`config.mk`:
```
export PLATFORM = sky130hd
export DESIGN_NAME = branch_predictor
export DESIGN_NICKNAME = d
export VERILOG_FILES = /design/src/rtl/branch_predictor.sv
export SDC_FILE = /design/constraint.sdc
export NUM_CORES = 2
export LEC_CHECK = 0
export ABC_AREA = 1
export BUFFER_PORTS_ARGS = -buffer_cell sky130_fd_sc_hd__buf_2
export CAP_MARGIN = 20
export CELL_PAD_IN_SITES_DETAIL_PLACEMENT = 0
export CELL_PAD_IN_SITES_GLOBAL_PLACEMENT = 1
export CORE_AREA = 2 2 363 365
export CTS_CLUSTER_SIZE = 10
export DETAILED_ROUTE_END_ITERATION = 8
export DIE_AREA = 0 0 365 367
export PLACE_DENSITY_LB_ADDON = 0.3
export SLEW_MARGIN = 20
export SYNTH_ARGS = -nofsm -noshare
export SYNTH_HDL_FRONTEND = slang
export SYNTH_SLANG_ARGS = --single-unit
```
`constraint.sdc`:
```
create_clock -name i_clk -period 2.5 [get_ports i_clk]
set_input_delay 0.25 -clock i_clk [delete_from_list [all_inputs] [get_ports i_clk]]
set_output_delay 0.25 -clock i_clk [all_outputs]
set_load 0.03 [all_outputs]
```
`src/rtl/branch_predictor.sv`:
```
// Direct-mapped bimodal branch predictor with a per-entry tag and target.
// Registered lookup path plus a resolve path that trains the table and flags mispredicts.
module branch_predictor #(
    parameter int unsigned IDX_BITS = 4,
    parameter logic [1:0]  INIT_CTR = 2'b01
) (
    input  logic        i_clk,
    input  logic        i_rst_n,
    input  logic        i_stall,
    input  logic        i_fetch_valid,
    input  logic [31:0] i_fetch_pc,
    output logic        o_pred_valid,
    output logic        o_pred_taken,
    output logic [31:0] o_pred_target,
    input  logic        i_res_valid,
    input  logic        i_res_is_branch,
    input  logic [31:0] i_res_pc,
    input  logic        i_res_taken,
    input  logic [31:0] i_res_target,
    input  logic        i_res_pred_taken,
    input  logic [31:0] i_res_pred_target,
    output logic        o_mispredict,
    output logic [31:0] o_redirect_pc,
    output logic [15:0] o_mispredict_cnt
);
    localparam int unsigned Entries = 1 << IDX_BITS;
    localparam int unsigned TagW    = 30 - IDX_BITS;

    logic [1:0]      ctr_q    [Entries];
    logic [1:0]      ctr_d    [Entries];
    logic            valid_q  [Entries];
    logic            valid_d  [Entries];
    logic [TagW-1:0] tag_q    [Entries];
    logic [TagW-1:0] tag_d    [Entries];
    logic [31:0]     target_q [Entries];
    logic [31:0]     target_d [Entries];

    logic        pred_valid_q, pred_valid_d;
    logic        pred_taken_q, pred_taken_d;
    logic [31:0] pred_target_q, pred_target_d;
    logic        mispredict_q, mispredict_d;
    logic [31:0] redirect_pc_q, redirect_pc_d;
    logic [15:0] mispredict_cnt_q, mispredict_cnt_d;

    logic [IDX_BITS-1:0] f_idx, r_idx;
    logic [TagW-1:0]     f_tag, r_tag;
    logic                f_taken, upd;
    logic                unused_pc_bits;

    assign f_idx = i_fetch_pc[IDX_BITS+1:2];
    assign f_tag = i_fetch_pc[31:IDX_BITS+2];
    assign r_idx = i_res_pc[IDX_BITS+1:2];
    assign r_tag = i_res_pc[31:IDX_BITS+2];
    assign upd   = i_res_valid && i_res_is_branch;
    assign unused_pc_bits = ^{i_fetch_pc[1:0], i_res_pc[1:0]};

    // Lookup reads the pre-update table, so a same-cycle resolve is seen one cycle later.
    assign f_taken = valid_q[f_idx] && (tag_q[f_idx] == f_tag) && ctr_q[f_idx][1];

    always_comb begin
        pred_valid_d  = pred_valid_q;
        pred_taken_d  = pred_taken_q;
        pred_target_d = pred_target_q;
        if (!i_stall) begin
            pred_valid_d = i_fetch_valid;
            if (i_fetch_valid) begin
                pred_taken_d  = f_taken;
                pred_target_d = f_taken ? target_q[f_idx] : i_fetch_pc + 32'd4;
            end
        end
    end

    always_comb begin
        ctr_d    = ctr_q;
        valid_d  = valid_q;
        tag_d    = tag_q;
        target_d = target_q;
        if (upd) begin
            if (i_res_taken) begin
                if (ctr_q[r_idx] != 2'b11) ctr_d[r_idx] = ctr_q[r_idx] + 2'd1;
                valid_d[r_idx]  = 1'b1;
                tag_d[r_idx]    = r_tag;
                target_d[r_idx] = i_res_target;
            end else if (ctr_q[r_idx] != 2'b00) begin
                ctr_d[r_idx] = ctr_q[r_idx] - 2'd1;
            end
        end
    end

    always_comb begin
        mispredict_d = upd && ((i_res_taken != i_res_pred_taken) ||
                               (i_res_taken && i_res_pred_taken &&
                                (i_res_target != i_res_pred_target)));
        redirect_pc_d = redirect_pc_q;
        if (mispredict_d) redirect_pc_d = i_res_taken ? i_res_target : i_res_pc + 32'd4;
        mispredict_cnt_d = mispredict_cnt_q;
        if (mispredict_d && (mispredict_cnt_q != 16'hFFFF)) begin
            mispredict_cnt_d = mispredict_cnt_q + 16'd1;
        end
    end

    always_ff @(posedge i_clk or negedge i_rst_n) begin
        if (!i_rst_n) begin
            for (int unsigned i = 0; i < Entries; i++) begin
                ctr_q[i]    <= INIT_CTR;
                valid_q[i]  <= 1'b0;
                tag_q[i]    <= '0;
                target_q[i] <= '0;
            end
            pred_valid_q     <= 1'b0;
            pred_taken_q     <= 1'b0;
            pred_target_q    <= '0;
            mispredict_q     <= 1'b0;
            redirect_pc_q    <= '0;
            mispredict_cnt_q <= '0;
        end else begin
            ctr_q            <= ctr_d;
            valid_q          <= valid_d;
            tag_q            <= tag_d;
            target_q         <= target_d;
            pred_valid_q     <= pred_valid_d;
            pred_taken_q     <= pred_taken_d;
            pred_target_q    <= pred_target_d;
            mispredict_q     <= mispredict_d;
            redirect_pc_q    <= redirect_pc_d;
            mispredict_cnt_q <= mispredict_cnt_d;
        end
    end

    assign o_pred_valid     = pred_valid_q;
    assign o_pred_taken     = pred_taken_q;
    assign o_pred_target    = pred_target_q;
    assign o_mispredict     = mispredict_q;
    assign o_redirect_pc    = redirect_pc_q;
    assign o_mispredict_cnt = mispredict_cnt_q;
endmodule

```
==> reports/qor.yml <==
power.density_mw_per_mm2: 756
dr.pass1.iters: 6
worstPathMaxFanout: 11
rows: 133
slew_headroom_pct: 47.0
crit_path_start_kind: "flop"
clkTransAtPathRegs_ns: 0.06
fin_area_mm2: 0.0622
die_w_um: 365
synth_area_mm2: 0.0517
grt_pass1_wl_um: 300000
end_kind: "flop"
period_share_pct: 94.1
most-common-layout-cells: "1906 x nand2_1, 1322 x o21ai_0, 1043 x dfrtp_1"
die_h_um: 367
layout.cells.non_filler: 8876
ys.flop_type: "dfrtp_1"
peakVddDrop_uv: 715
drc: 0
dr_wl_met2_um: 92900
synth_fp_nets: 6864
hp-class: "in -> reg"
areaGrowthSynthToFinish_pct: 20.1
period_needed_ns: 2.35
wl_met1_um: 86200
max-cap-violations: 0
globalRoute.totalOverflow: 0
wl_per_cell_um: 22.5
final_max_slew_viol_count: 0
grt_start_max_net_pins: 118
whs_ns: 0.0317
top_layer_used: "met4"
grt_pass1_vias: 45500
placed_cells: 8625
die-area_mm2: 0.134
yosysWarnings: 0
fin_skew_ns: 0.0456
cts_root_buf: "clkbuf_16"
async_flop_share_pct: 100
gr-usage-all-layers_pct: 30.0
power.leakage_nw: 30.0
port_buffers: 218
wl_um: 200000
grt_antenna_before_repair: 6
total_power_w: 0.0470
route.met3.wl_um: 13000
numCtsBuffers: 130
worst_skew_pair.late_latency_ns: 0.79
final_common_cell: "nand2_1"
cts.htree.levels: 4
arrival_ns: 3.01
synth_cell_type_count: 40
place.gp.congestion: 0.916
postRouteAntennaNets: 0
worst_pin_slew_ns: 0.793
drtIter0Drc: 4755
clock_sinks: 1059
start_util_pct: 39.7
dp_hpwl_um: 137000
final-hold-violation-count: 0
worstPathRequired_ns: 3.16
final_net_count: 7203
synth_edf_count: 0
fin_util_pct: 47.6
max_freq_mhz: 425
synth_seq_cells: 1059
coreArea_mm2: 0.130
place_area_mm2: 0.0577
status: "complete, no violations"
cts_tree: "yes"
setup_viol: 0
drive_gt1_share_pct: 12.7
cts_buffer_depth: 3
path_class: "reg -> reg"
synth_area_per_cell_um2: 7.70
ios: 219
vias: 47100
netlist_instances: 6719
via_per_inst: 5.31
seq_area_frac_synth_pct: 51.3
==> stage by stage <==
step	worst slack (ns)	setup TNS, ns
2_1_floorplan	0.0809	0
3_3_place_gp	-0.366	-10.21
3_5_place_dp	-0.390	-10.81
4_1_cts	0.0243	0
5_1_grt	-0.0276	-0.135
6_report	0.147	0
==> per-layer routing <==
metal	global-route usage (%)	up-vias
li1	-	22200
met1	40.6	22800
met2	48.3	1705
met3	4.70	348
met4	11.5	0
met5	0	-
==> worst paths after layout <==
path	startpoint	depth (start not counted)	endpoint	slack, ns
max	tag_q[162]	19	o_pred_target[16]	0.15
min	i_fetch_valid	4	o_pred_valid	0.03
max reg2reg	tag_q[162]	19	o_pred_target[16]	0.15
min reg2reg	valid_q[0]	2	valid_q[0]	0.45
max in group asynchronous	i_rst_n	3	tag_q[45]	1.40
min in group asynchronous	i_rst_n	2	tag_q[182]	0.06
==> area by class of cell <==
| class | count | area (um2) |
|---|---|---|
| Inverter | 724 | 2730 |
| Clock buffer | 175 | 3550 |
| Fill cell | 13100 | 68300 |
| Sequential cell | 1059 | 26500 |
| Multi-Input combinational cell | 4433 | 20600 |
| Antenna cell | 2 | 5.00 |
| Tap cell | 1755 | 2200 |
| Timing Repair Buffer | 710 | 6320 |
| Clock inverter | 18 | 259 |
==> Yosys cell counts (all sizes together), types with 7 or more instances <==
master / count / area [um2]
nand2: 1921 / 7210
o21ai: 1349 / 6750
dfrtp: 1043 / 26100
inv: 717 / 2690
nand3: 385 / 1940
clkbuf: 359 / 1350
nor2: 268 / 1010
a21oi: 163 / 816
buf: 144 / 793
o211ai: 63 / 478
xor2: 50 / 438
xnor2: 37 / 324
o22ai: 33 / 206
a31oi: 31 / 194
nand4: 29 / 181
a22o: 23 / 201
nor3: 23 / 125
dfstp: 16 / 420
nor4: 14 / 87.6
mux2i: 10 / 100
ha: 9 / 113
a221oi: 7 / 61.3
clkinv: 7 / 26.3
==> registers in the layout (all words and copies together) (netlist names), named ones only <==
signal            flops
o_mispredict          1
tag_q               416
target_q            512
valid_q              16
o_pred_target        32
ctr_q                16
o_redirect_pc        32
o_pred_valid          1
o_pred_taken          1
o_mispredict_cnt     16
==> worst max-delay path, cell delays in order, from the launching register on <==
cell and delay (ns):
dfrtp_1 0.38, inv_2 0.08, nand2_1 0.05, nand3_1 0.07, nand2_1 0.09, nand2_1 0.07, nand2_1 0.08, inv_2 0.07
buf_4 0.10, nand3_1 0.07, nand2_1 0.10, nand2_1 0.06, nor2_1 0.10, nand2_1 0.10, nor2_4 0.23, buf_4 0.17
clkbuf_16 0.15, nand3_1 0.09, nand3_1 0.10, nand2_1 0.05
==> timing repair <==
| action | 4_1_cts | 5_1_grt |
|---|---|---|
| buffers inserted | 0 | 2 |
| setup endpoints to repair | 0 | 37 |
| hold buffers | 52 | 0 |
| hold endpoints to repair | 582 | 0 |
| gates resized for setup | 0 | 30 |
==> logic make-up after synthesis <==
logic type | count (synthesis) | share of synthesized area (%)
DFF | 1059 | 51.3
xor gates and xnor gates | 87 | 1.47
muxes | 10 | 0.193
and+or+nand+nor | 2647 | 20.5
AOI/OAI and AO/OA | 1680 | 17.0
buffers and inverters | 1227 | 9.39
adders and majority gates | 9 | 0.218
==> power breakdown <==
group	internal (W)	switching, W
Sequential	0.0199	0.00123
Clock	0.00994	0.00760
Combinational	0.00291	0.00540
Total	0.0328	0.0142
Note: power is estimated with default switching activity, not from simulation.
